===== src/rtl/grant_decoder.sv =====
// grant_decoder: turns an encoded grant index plus valid into a registered one-hot grant.
// A grant is held until the granted requester releases it, then one all-zero GAP cycle
// follows, so consecutive grants are always break-before-make.
// Optional hold-time limit: define GRANT_TIMEOUT_EN to revoke a grant after TIMEOUT cycles.
module grant_decoder #(
   parameter int unsigned N       = 8,
   parameter int unsigned IDX_W   = $clog2(N),
   parameter int unsigned TIMEOUT = 16
) (
   input  logic             clk,
   input  logic             rst_n,
   input  logic [IDX_W-1:0] in_idx,
   input  logic             in_valid,
   output logic             in_ready,
   output logic [N-1:0]     gnt_oh,
   output logic             gnt_active,
   input  logic [N-1:0]     release_i,
   output logic             idx_err,
   output logic             timeout_o
);

   // One wider than the index so N itself is representable when N is a power of two.
   localparam logic [IDX_W:0] NumReq  = (IDX_W + 1)'(N);
   localparam logic [N-1:0]   OneHot0 = {{(N - 1){1'b0}}, 1'b1};

   typedef enum logic [1:0] {StIdle, StGrant, StGap} state_e;

   state_e             state_q, state_d;
   logic [IDX_W-1:0]   idx_q, idx_d;
   logic [N-1:0]       gnt_q, gnt_d;
   logic               idx_err_q, idx_err_d;
   logic               in_range;
   logic               rel_held;
   logic               tmo_hit;

   assign in_range = ({1'b0, in_idx} < NumReq);
   // Only the release bit of the currently held requester counts.
   assign rel_held = release_i[idx_q];

`ifdef GRANT_TIMEOUT_EN
   localparam int unsigned    CntW    = $clog2(TIMEOUT + 1);
   localparam logic [CntW-1:0] CntLast = CntW'(TIMEOUT - 1);
   localparam logic [CntW-1:0] CntMax  = {CntW{1'b1}};

   logic [CntW-1:0] cnt_q, cnt_d;
   logic            tmo_q;

   // Release on the same edge wins over the timeout.
   assign tmo_hit = (state_q == StGrant) && !rel_held && (cnt_q == CntLast);

   // Hold counter: cleared on grant entry, counts GRANT cycles, saturates.
   always_comb begin
      cnt_d = cnt_q;
      if (state_q == StIdle && in_valid && in_range) begin
         cnt_d = '0;
      end else if (state_q == StGrant && !rel_held && cnt_q != CntMax) begin
         cnt_d = cnt_q + CntW'(1);
      end
   end

   // Hold counter and timeout pulse registers.
   always_ff @(posedge clk or negedge rst_n) begin
      if (!rst_n) begin
         cnt_q <= '0;
         tmo_q <= 1'b0;
      end else begin
         cnt_q <= cnt_d;
         tmo_q <= tmo_hit;
      end
   end

   assign timeout_o = tmo_q;
`else
   assign tmo_hit   = 1'b0;
   assign timeout_o = 1'b0;
`endif

   // FSM state register.
   always_ff @(posedge clk or negedge rst_n) begin
      if (!rst_n) begin
         state_q <= StIdle;
      end else begin
         state_q <= state_d;
      end
   end

   // FSM next-state logic.
   always_comb begin
      state_d = state_q;
      unique case (state_q)
         StIdle: begin
            if (in_valid && in_range) state_d = StGrant;
         end
         StGrant: begin
            if (rel_held || tmo_hit) state_d = StGap;
         end
         StGap: begin
            state_d = StIdle;
         end
         default: begin
            state_d = StIdle;
         end
      endcase
   end

   // Next values of the registered outputs and the held index.
   always_comb begin
      gnt_d     = gnt_q;
      idx_d     = idx_q;
      idx_err_d = 1'b0;
      unique case (state_q)
         StIdle: begin
            if (in_valid) begin
               if (in_range) begin
                  idx_d = in_idx;
                  gnt_d = OneHot0 << in_idx;
               end else begin
                  idx_err_d = 1'b1;
               end
            end
         end
         StGrant: begin
            if (rel_held || tmo_hit) gnt_d = '0;
         end
         StGap: begin
            gnt_d = '0;
         end
         default: begin
            gnt_d = '0;
         end
      endcase
   end

   // Grant, held index and error pulse registers.
   always_ff @(posedge clk or negedge rst_n) begin
      if (!rst_n) begin
         gnt_q     <= '0;
         idx_q     <= '0;
         idx_err_q <= 1'b0;
      end else begin
         gnt_q     <= gnt_d;
         idx_q     <= idx_d;
         idx_err_q <= idx_err_d;
      end
   end

   assign in_ready   = (state_q == StIdle);
   assign gnt_oh     = gnt_q;
   assign gnt_active = |gnt_q;
   assign idx_err    = idx_err_q;

endmodule


===== config.mk =====
export PLATFORM = sky130hd
export DESIGN_NAME = grant_decoder
export DESIGN_NICKNAME = d
export VERILOG_FILES = /design/src/rtl/grant_decoder.sv
export SDC_FILE = /design/constraint.sdc
export NUM_CORES = 1
export LEC_CHECK = 0
export BUFFER_PORTS_ARGS = -buffer_cell sky130_fd_sc_hd__buf_4
export CORE_AREA = 2 2 44 46
export CTS_BUF_LIST = sky130_fd_sc_hd__clkbuf_16
export CTS_CLUSTER_DIAMETER = 30
export DETAILED_ROUTE_END_ITERATION = 8
export DIE_AREA = 0 0 46 48
export GPL_ROUTABILITY_DRIVEN = 0
export PLACE_DENSITY = 0.76
export SYNTH_ARGS = -nofsm -noshare
export SYNTH_HDL_FRONTEND = slang
export SYNTH_SLANG_ARGS = --single-unit

===== constraint.sdc =====
create_clock -name clk -period 1.6 [get_ports clk]
set_input_delay 0.4 -clock clk [delete_from_list [all_inputs] [get_ports clk]]
set_output_delay 0.4 -clock clk [all_outputs]
set_load 0.01 [all_outputs]

# --- Yosys cells after proc, flatten, opt, wreduce, memory -nomap -nowiden ---
# Index checks and enable logic that the tools add are counted.
word_totals:
  register_bits: 13
  inputBits: 14
  output_inout_bits: 12
  word_cells: 20
op_classes:
  magnitude_cmp: 1
  n_eq_ne: 3
  shift: 1
  muxes: 8
  n_reduce_logical: 4
op_table:
  columns: ["operator", "count"]
  rows:
  - ["$mux W8", 2]
  - ["$pmux W8 S2", 1]
  - ["$reduce_or A8 Y1", 1]
  - ["$shl A1 B3 Y8 const A", 1]
  - ["$lt A3 B4 Y1 const B", 1]
  - ["$mux W2", 2]
  - ["$ne A2 B2 Y1 const B", 2]
  - ["$pmux W2 S2", 1]
  - ["$reduce_and A2 Y1", 2]
  - ["$bmux W1 S3", 1]
  - ["$eq A2 B1 Y1 const B", 1]
  - ["$logic_not A2 Y1", 1]
  - ["$mux W1", 1]

# --- Depth between registers and ports, before layout ---
# Gate-level depths: netlist of the first run.
depth:
  depth_word: 4
  ltp_mapped: 5
  ltp_nobuf: 4

# --- Worst setup path before layout of the first run ---
# OpenSTA, ideal clock, no wires.
synth_path:
  path_kind: "register to register"
  startpoint: "reg state_q[0]"
  endpoint: "reg idx_q[1]"
  setup_time_ns: 0.128
  arrival_time_ns: 1.182
  t_required_ns: 1.472
  path_slack_ns: 0.290
  stages_incl_launch_ff: 4
  path_buffers: 1
  synth_period_minus_slack_ns: 1.310
  path_cell_list: "dfrtp_1 > or3b_1 > buf_2 > mux2_1"
synth_via:
  elab_chain_cells: 2
synth_lines:
  columns: ["element", "line_no", "source"]
  rows:
  - ["from (decl)", "28", "state_e state_q, state_d;"]
  - ["from (signal assigned)", "81", "state_q <= StIdle;"]
  - ["from (signal assigned)", "83", "state_q <= state_d;"]
  - ["$logic_not A2 Y1", "111", "unique case (state_q)"]
  - ["$reduce_and A2 Y1 (no line)", null, null]
  - ["to (signal assigned)", "142", "idx_q <= idx_d;"]
  - ["to (decl)", "29", "logic [IDX_W-1:0] idx_q, idx_d;"]
# Every way passes these cells.
# A chain may end at the register's enable or synchronous reset.

# --- Final worst setup path of the first run ---
layout_path:
  startpoint: "reg gnt_q[1] (netlist: gnt_oh[1])"
  endpoint: "out gnt_active"
layout_via:
  elab_chain_cells: 1
layout_lines:
  columns: ["element", "line_no", "source"]
  rows:
  - ["from (decl)", "30", "logic [N-1:0] gnt_q, gnt_d;"]
  - ["from (signal assigned)", "141", "gnt_q <= gnt_d;"]
  - ["$reduce_or A8 Y1", "149", "assign gnt_active = |gnt_q;"]
  - ["to (decl)", "16", "output logic gnt_active,"]
# Every way passes these cells.

==> impl_metrics.tcl, run 1 <==
set metrics [dict create \
    status "finished, final reports clean" \
    fp.dieH_um 48 \
    antennaDiodeCount 0 \
    numCtsBuffers 3 \
    max_stage_delay_ns 0.42 \
    p_seq_share_pct 30.8 \
    slew_violations 0 \
    cts_sinks 13 \
    combPwrFrac_pct 41.3 \
    vias_per_cell 5.415 \
    gr-total-overflow 0 \
    synth.ff_latch_count 13 \
    p_int_mw 1.094 \
    switchingPower_mw 0.6058 \
    seq_area_frac_synth_pct 41.87 \
    ys_warn_count 0 \
    start_util_pct 46.00 \
    netSwitchingFraction_pct 35.65 \
    grt_max_degree 14 \
    setup_violations 0 \
    cp_data_arrival_time_ns 1.17 \
    vdd_drop_max_mv 0.9582 \
    htree_levels 1 \
    path_clk_slew_ns 0.04 \
    synth.avg_cell_area_um2 9.835 \
    period_needed_ns 1.571 \
    post-route-period-util_pct 98.20 \
    p_leak_nw 0.4959 \
    ant_nets 0 \
    clkPwrFrac_pct 27.9 \
    dpl.hpwl_mm 1.211 \
    final_cell_mix "buf_4 (24), dfrtp_1 (13), inv_1 (10)" \
    post-place-ws_ns 0.1140 \
    drt_first_pass_iters 4 \
    cts_tree "yes" \
    stdcell_count 123 \
    crit_path_end_kind "primary output" \
    cp.buffers_inverters 1 \
    required_ns 1.20 \
    max-cap-violations 0 \
    area_growth_pct 36.88 \
    drive_above_1_share_pct 41.51 \
    nNetsFinal 121 \
    drt-total-wl_mm 1.761 \
    pin_count 26 \
    die_area_mm2 0.002208 \
    fmax_ghz 0.6364 \
    crit_fanout 4 \
    p_per_area_mw_per_mm2 1598 \
    grtUsageTotal_pct 17.32 \
    final_cell_area_mm2 0.001064 \
    finalHoldViolCount 0 \
    path_cells "nor4_2 > nand2_1 > buf_6" \
    syn_area_um2 777.0 \
    crit_type "flip-flop to primary output" \
    syn_inst 79 \
    min_path_type "primary input to flip-flop" \
    avgRoutedWirePerCell_um 14.32 \
    skew_ns 0.006358 \
    die_x_um 46 \
    post_synth_num_cell_types 28 \
    port_buffers 23 \
    worstSkewPairLatency_ns 0.25 \
    vias 666 \
    fin_ws_ns 0.02877 \
    placed_cells 117 \
    crit_slowest_cell "dfrtp_1" \
    final_common_cell "buf_4" \
    rsz0062_at_grt "yes" \
    drt_iter0_drc 10 \
    cts_root_buf "clkbuf_16" \
    grt_pass1_vias 595 \
    crit_family "flip-flops" \
    critPathLaunchType "flip-flop" \
    dpl-instance-area_um2 950.9 \
    clockBufferDepth 2 \
    drcViolationCount 0 \
    core.rowCount 15 \
    antenna_found_initial 0 \
    coreArea_mm2 0.001689 \
    fin_setup_tns_ns 0 \
    grt_pass1_wl_mm 2.628 \
]
synthesized netlist by cell type:
cell	number	share of area, %
dfrtp_1	13	42
inv_1	9	4.3
o21ai_2	8	9.0
a31oi_1	7	5.6
nor2_1	7	3.4
nand2_1	5	2.4
nor3_1	4	2.6
buf_4	2	1.9
mux2_1	2	2.9
mux2i_1	2	2.6
nand2b_1	2	1.6
nor4_1	2	1.6
a22o_1	1	1.1
a32oi_1	1	1.1
and2b_1	1	0.97
buf_2	1	0.64
buf_6	1	1.4
conb_1	1	0.48
mux2_2	1	1.4
mux2_4	1	1.9
nand2_2	1	0.81
nand4bb_1	1	1.4
nor2b_1	1	0.81
nor3b_1	1	0.97
o21ai_4	1	2.1
o22ai_4	1	2.6
or2b_2	1	1.1
or3b_1	1	1.1
cells by family after synthesis:
logic type             count (synthesis)  share of synthesized area, %
AO/OA/AOI/OAI                         19                         21.58
AND/OR/NAND/NOR                       27                         18.84
flip-flops                            13                         41.87
other                                  1                        0.4826
multiplexers                           6                         8.856
buffers and inverters                 13                         8.372
flip-flops by register name, summed over array words and instances (netlist names):
name     cells
state_q      2
gnt_oh       8
idx_q        3
power groups by stage:
stage | Combinational [mW] | Sequential (mW) | Clock (mW)
2_1_floorplan | 0.489 | 0.499 | 0
3_3_place_gp | 0.657 | 0.519 | 0
3_5_place_dp | 0.669 | 0.524 | 0
4_1_cts | 0.679 | 0.522 | 0.478
5_1_grt | 0.766 | 0.541 | 0.495
6_report | 0.701 | 0.523 | 0.475
area by class of cell:
class	count	area [um^2]
fill	147	625.6
multi-input combinational	54	402.9
sequential	13	325.3
timing repair buffer	26	201.4
clock buffer	3	75.07
inverter	9	33.78
tap	17	21.27
clock inverter	1	3.754
path summary, 6_finish.rpt:
path	startpoint	slack, ns	to	cells past startpoint
worst max-delay path	gnt_oh[1]$_DFFE_PN0P_	0.03	gnt_active	3
worst max register to register	idx_q[0]$_DFFE_PN0P_	0.16	gnt_oh[4]$_DFFE_PN0P_	4
worst min-delay path	in_idx[2]	0.42	idx_q[2]$_DFFE_PN0P_	2
max in group asynchronous	rst_n	0.88	idx_q[2]$_DFFE_PN0P_	2
worst min register to register	idx_q[2]$_DFFE_PN0P_	0.56	idx_q[2]$_DFFE_PN0P_	1
min in group asynchronous	rst_n	0.55	gnt_oh[2]$_DFFE_PN0P_	2
timing repair:
item,4_1_cts,5_1_grt
buffers inserted,0,1
endpoints found under the setup margin,1,1
hold buffers,1,0
hold endpoints to repair,13,0
resized for setup,1,2
metal layers:
layer	vias up	track usage (%)	wire length, um	share of wire, %
li1	326	-	-	-
met1	317	21.56	724	41
met2	21	28.61	930	53
met3	2	6.792	100	5.7
met4	0	3.429	6	0.34
met5	-	0	0	0
stage by stage:
step                      power, mW  util [%]  hold slack, ns
after detailed placement      1.193     56.30          0.2533
after global placement        1.176     56.30          0.2519
after floorplan              0.9876         -          0.1044
final                         1.699     62.96          0.4237
after CTS                     1.679     61.93          0.4228
after global routing          1.802     62.96          0.4316
No activity file was read; power rests on OpenSTA's default activity.
==> run 2, diff against run 1 <==
--- a/config.mk
+++ b/config.mk
@@ -7,7 +7,6 @@
 export LEC_CHECK = 0
 export BUFFER_PORTS_ARGS = -buffer_cell sky130_fd_sc_hd__buf_4
 export CORE_AREA = 2 2 44 46
-export CTS_BUF_LIST = sky130_fd_sc_hd__clkbuf_16
 export CTS_CLUSTER_DIAMETER = 30
 export DETAILED_ROUTE_END_ITERATION = 8
 export DIE_AREA = 0 0 46 48
==> run 2 against run 1 <==
Fmax decreased by 0.71%. Global-route usage decreased by 0.94 points. Total power decreased by 15%. Die area unchanged. Cell count increased by 3.3%. Setup slack got worse by 0.011 ns. Core utilization decreased by 1.3 points. Clock power decreased by 56%. Combinational power increased by 3.6%. Sequential power decreased by 2%. Sequential share of layout area increased by 0.66 points. Routed wire length decreased by 5.8%. Largest cell class unchanged. Largest power group unchanged.
==> impl_metrics.tcl, run 2 (same netlist as run 1, synthesis figures left out) <==
set metrics [dict create \
    numCtsBuffers 3 \
    drive_above_1_share_pct 43.64 \
    drt_iter0_drc 10 \
    crit_slowest_cell "dfrtp_1" \
    die_area_mm2 0.002208 \
    hp-start "in_idx[2]" \
    crit_family "flip-flops" \
    cts_root_buf "clkbuf_4" \
    whs_endpoint "idx_q[2]$_DFFE_PN0P_" \
    crit_type "flip-flop to primary output" \
    timing.rr.start "idx_q[0]$_DFFE_PN0P_" \
    port_buffers 23 \
    cts_sinks 13 \
    path_clk_slew_ns 0.07 \
    htree_levels 1 \
    gr-total-overflow 0 \
    coreArea_mm2 0.001689 \
    whs_path_depth 2 \
    ant_nets 0 \
    final_cell_mix "buf_4 (28), dfrtp_1 (13), inv_1 (9)" \
    critPathLaunchType "flip-flop" \
    reg2reg_depth 4 \
    post-route-period-util_pct 98.91 \
    postLayoutCoreUtil_pct 61.63 \
    antennaDiodeCount 0 \
    p_per_area_mw_per_mm2 1391 \
    p_leak_nw 0.4902 \
    pin_count 26 \
    worstSkewPairLatency_ns 0.28 \
    clockBufferDepth 2 \
    grt_pass1_wl_mm 2.497 \
    setup_violations 0 \
    drt_first_pass_iters 4 \
    grt_pass1_vias 580 \
    antenna_found_initial 0 \
    period_needed_ns 1.583 \
    rsz0062_at_grt "yes" \
    cts_tree "yes" \
    fp.dieH_um 48 \
    vias 665 \
    grt_max_degree 14 \
    slew_violations 0 \
    vias_per_cell 5.236 \
    status "finished, final reports clean" \
    grtUsageTotal_pct 16.38 \
    dpl.hpwl_mm 1.211 \
    min_path_type "primary input to flip-flop" \
    die_x_um 46 \
    placed_cells 117 \
    max-cap-violations 0 \
    fmax_ghz 0.6319 \
    area_growth_pct 33.98 \
    finalHoldViolCount 0 \
    drcViolationCount 0 \
    start_util_pct 46.00 \
    crit_fanout 2 \
    stdcell_count 127 \
    avgRoutedWirePerCell_um 13.06 \
    core.rowCount 15 \
    cp_data_arrival_time_ns 1.18 \
    skew_ns 0.007552 \
    nNetsFinal 125 \
    final_common_cell "buf_4" \
    regToRegEndpoint "gnt_oh[6]$_DFFE_PN0P_" \
    cp.buffers_inverters 1 \
    crit_path_end_kind "primary output" \
    drt-total-wl_mm 1.659 \
    filler_cell_count 151 \
    max_stage_delay_ns 0.40 \
    fin_setup_tns_ns 0 \
    required_ns 1.20 \
    vdd_drop_max_mv 0.7558 \
    path_cells "nor4_2 > nand2_1 > buf_6" \
    largest_register_ffs 8 \
    regToRegSetupSlack_ns 0.18 \
]
==> run 2: how the worst max path moves through the flow <==
| stage | depth (start not counted) | end | from |
|---|---|---|---|
| after floorplan | 3 | idx_q[1]$_DFFE_PN0P_ | state_q[0]$_DFFE_PN0P_ |
| after global placement | 3 | idx_q[2]$_DFFE_PN0P_ | in_valid |
| after detailed placement | 3 | idx_q[1]$_DFFE_PN0P_ | in_valid |
| after CTS | 3 | gnt_active | gnt_oh[1]$_DFFE_PN0P_ |
| after global routing | 3 | gnt_active | gnt_oh[1]$_DFFE_PN0P_ |
| final | 3 | gnt_active | gnt_oh[1]$_DFFE_PN0P_ |
==> run 2: what timing repair did <==
item	4_1_cts	5_1_grt
setup buffers	5	0
hold endpoints to repair	13	0
hold buffers	1	0
pin swaps	1	0
setup endpoints to repair	1	1
resized for setup	2	1
==> run 2: per-layer routing <==
| metal | part of all wire (%) | global-route usage [%] |
|---|---|---|
| met1 | 42 | 20.64 |
| met2 | 51 | 26.39 |
| met3 | 5.5 | 6.792 |
| met4 | 0.78 | 3.429 |
| met5 | 0 | 0 |
==> run 2: cell type report <==
type | instances | area, um^2 | share of cell area (%)
tap | 17 | 21.27 | 2.043
sequential | 13 | 325.3 | 31.25
multi-input combinational | 54 | 402.9 | 38.70
timing repair buffer | 30 | 231.5 | 22.24
clock buffer | 4 | 26.28 | 2.524
inverter | 9 | 33.78 | 3.245
==> run 2: where the power goes <==
group	total, mW	switching, mW	internal, mW
logic	0.726	0.362	0.364
registers	0.513	0.0976	0.416
clock network	0.209	0.112	0.0969
==> run 2: metrics by stage <==
step | hold slack, ns | area (um^2) | setup WS, ns | power, mW
2_1_floorplan | 0.1044 | 780.7 | 0.2901 | 0.9876
3_3_place_gp | 0.2519 | 950.9 | 0.1652 | 1.176
3_5_place_dp | 0.2533 | 950.9 | 0.1140 | 1.193
4_1_cts | 0.3774 | 1037 | 0.001374 | 1.445
5_1_grt | 0.3752 | 1041 | -0.05477 | 1.558
6_report | 0.3850 | 1041 | 0.01748 | 1.448
==> run 3, diff against run 2 <==
--- a/config.mk
+++ b/config.mk
@@ -6,12 +6,13 @@
 export NUM_CORES = 1
 export LEC_CHECK = 0
 export BUFFER_PORTS_ARGS = -buffer_cell sky130_fd_sc_hd__buf_4
-export CORE_AREA = 2 2 44 46
+export CORE_AREA = 2 2 46 48
 export CTS_CLUSTER_DIAMETER = 30
 export DETAILED_ROUTE_END_ITERATION = 8
-export DIE_AREA = 0 0 46 48
+export DIE_AREA = 0 0 48 50
 export GPL_ROUTABILITY_DRIVEN = 0
-export PLACE_DENSITY = 0.76
+export PLACE_DENSITY = 0.73
+export SLEW_MARGIN = 20
 export SYNTH_ARGS = -nofsm -noshare
 export SYNTH_HDL_FRONTEND = slang
 export SYNTH_SLANG_ARGS = --single-unit
==> constraint.sdc (replaced) <==
create_clock -name clk -period 1.3 [get_ports clk]
set_input_delay 0.325 -clock clk [delete_from_list [all_inputs] [get_ports clk]]
set_output_delay 0.325 -clock clk [all_outputs]
set_load 0.01 [all_outputs]
==> run 3 against run 2 <==
The run now ends with setup timing left. Via count up 13%. Die area rose by 8.7%. Non-clock buffer count is 10 higher. Register-to-register slack lost 0.27 ns. Largest cell class unchanged.
==> impl_metrics.tcl, run 3 (same netlist as run 1, synthesis figures left out) <==
set metrics [dict create \
    coreArea_mm2 0.001902 \
    combPwrFrac_pct 58.2 \
    drt-total-wl_mm 1.978 \
    fp.dieH_um 50 \
    clockBufferDepth 2 \
    vias 750 \
    avgRoutedWirePerCell_um 13.46 \
    numCtsBuffers 3 \
    antenna_found_initial 0 \
    crit_fanout 2 \
    status "finished with violations" \
    min_path_type "primary input to flip-flop" \
    grt_max_degree 14 \
    post-place-ws_ns -0.1498 \
    grt_pass1_wl_mm 3.084 \
    max-cap-violations 0 \
    cts_root_buf "clkbuf_4" \
    slew_violations 0 \
    ant_nets 0 \
    vdd_drop_max_mv 0.9780 \
    antennaDiodeCount 0 \
    regToRegSetupSlack_ns -0.09 \
    violations "setup timing" \
    setup_violations 12 \
    drt_first_pass_iters 5 \
    nNetsFinal 135 \
    cts_sinks 13 \
    core.rowCount 16 \
    die_area_mm2 0.002400 \
    p_total_mw 2.131 \
    required_ns 0.98 \
    crit_type "flip-flop to primary output" \
    die_x_um 48 \
    skew_ns 0.006631 \
    final_cell_mix "buf_4 (27), dfrtp_1 (12), buf_6 (11)" \
    cts_tree "yes" \
    critPathLaunchType "flip-flop" \
    start_util_pct 40.86 \
    netSwitchingFraction_pct 37.35 \
    p_seq_share_pct 29.5 \
    crit_path_end_kind "primary output" \
    post-route-period-util_pct 118.6 \
    path_clk_slew_ns 0.09 \
    gr-total-overflow 0 \
    final_common_cell "buf_4" \
    switchingPower_mw 0.7959 \
    drive_above_1_share_pct 52.50 \
    dpl.hpwl_mm 1.374 \
    cp_data_arrival_time_ns 1.22 \
    area_growth_pct 54.91 \
    drcViolationCount 0 \
    p_int_mw 1.335 \
    pin_count 26 \
    finalHoldViolCount 0 \
    rsz0062_at_grt "yes" \
    htree_levels 1 \
    grtUsageTotal_pct 17.92 \
    p_per_area_mw_per_mm2 1771 \
    p_leak_nw 0.5710 \
    grt_pass1_vias 729 \
    largest_register_ffs 8 \
    drt_iter0_drc 21 \
    fin_ws_ns -0.2419 \
    fmax_ghz 0.6485 \
    clkPwrFrac_pct 12.2 \
    worstSkewPairLatency_ns 0.28 \
    period_needed_ns 1.542 \
    vias_per_cell 5.102 \
    port_buffers 23 \
]
run 3: metrics by stage:
stage	utilization (%)	std cells	cell area, um^2	TNS (ns)	hold WS [ns]
finish	63.29	147	1204	-0.9449	0.3167
detailed placement	54.80	137	1042	-1.332	0.1803
global placement	54.80	137	1042	-0.9805	0.1772
global route	63.29	147	1204	-1.644	0.3294
CTS	60.53	145	1151	-0.9775	0.3108
floorplan	-	80	790.8	-0.07070	0.02941
run 3: final timing paths:
| kind | startpoint | end | depth (start not counted) |
|---|---|---|---|
| setup / recovery | gnt_oh[5]$_DFFE_PN0P_ | gnt_active | 3 |
| hold / removal | in_idx[1] | idx_q[1]$_DFFE_PN0P_ | 2 |
| setup reg to reg | idx_q[0]$_DFFE_PN0P_ | gnt_oh[4]$_DFFE_PN0P_ | 5 |
| hold reg to reg | idx_q[1]$_DFFE_PN0P_ | idx_q[1]$_DFFE_PN0P_ | 1 |
| max in group asynchronous | rst_n | idx_q[0]$_DFFE_PN0P_ | 2 |
| min in group asynchronous | rst_n | gnt_oh[6]$_DFFE_PN0P_ | 2 |
run 3: area by class of cell:
class	count	area, um^2
clock buffer	4	26.28
fill	176	698.2
inverter	9	33.78
multi-input combinational	54	426.7
sequential	13	326.6
tap	27	33.78
timing repair buffer	40	356.6
run 3: worst max-delay path, cell delays in order, from the launching register on:
cell and delay (ns):
dfrtp_1 0.40, nor4_2 0.30, nand2_1 0.10, buf_6 0.13
run 3: timing repair:
item                                    in CTS  in global routing
endpoints found under the setup margin      13                 20
hold buffers                                 1                  0
setup buffers                                3                 10
pin swaps                                    5                  5
resized for setup                           10                 10
gates cloned                                 0                  0
hold endpoints to repair                    13                  0
run 3: per-layer routing:
layer  vias to the layer above  share of wire [%]  routed length, um  track usage, %
li1                        356                  -                  -               -
met1                       354                 41                813           22.45
met2                        35                 51               1002           29.78
met3                         5                6.7                132           2.564
met4                         0                1.5                 30           6.757
met5                         -                  0                  0               0
run 3: power by group through the flow:
stage	Combinational [mW]	Sequential, mW	Clock (mW)
5_1_grt	1.33	0.649	0.276
6_report	1.24	0.629	0.261
2_1_floorplan	0.632	0.615	0
4_1_cts	1.17	0.625	0.255
3_5_place_dp	0.966	0.624	0
3_3_place_gp	0.948	0.615	0
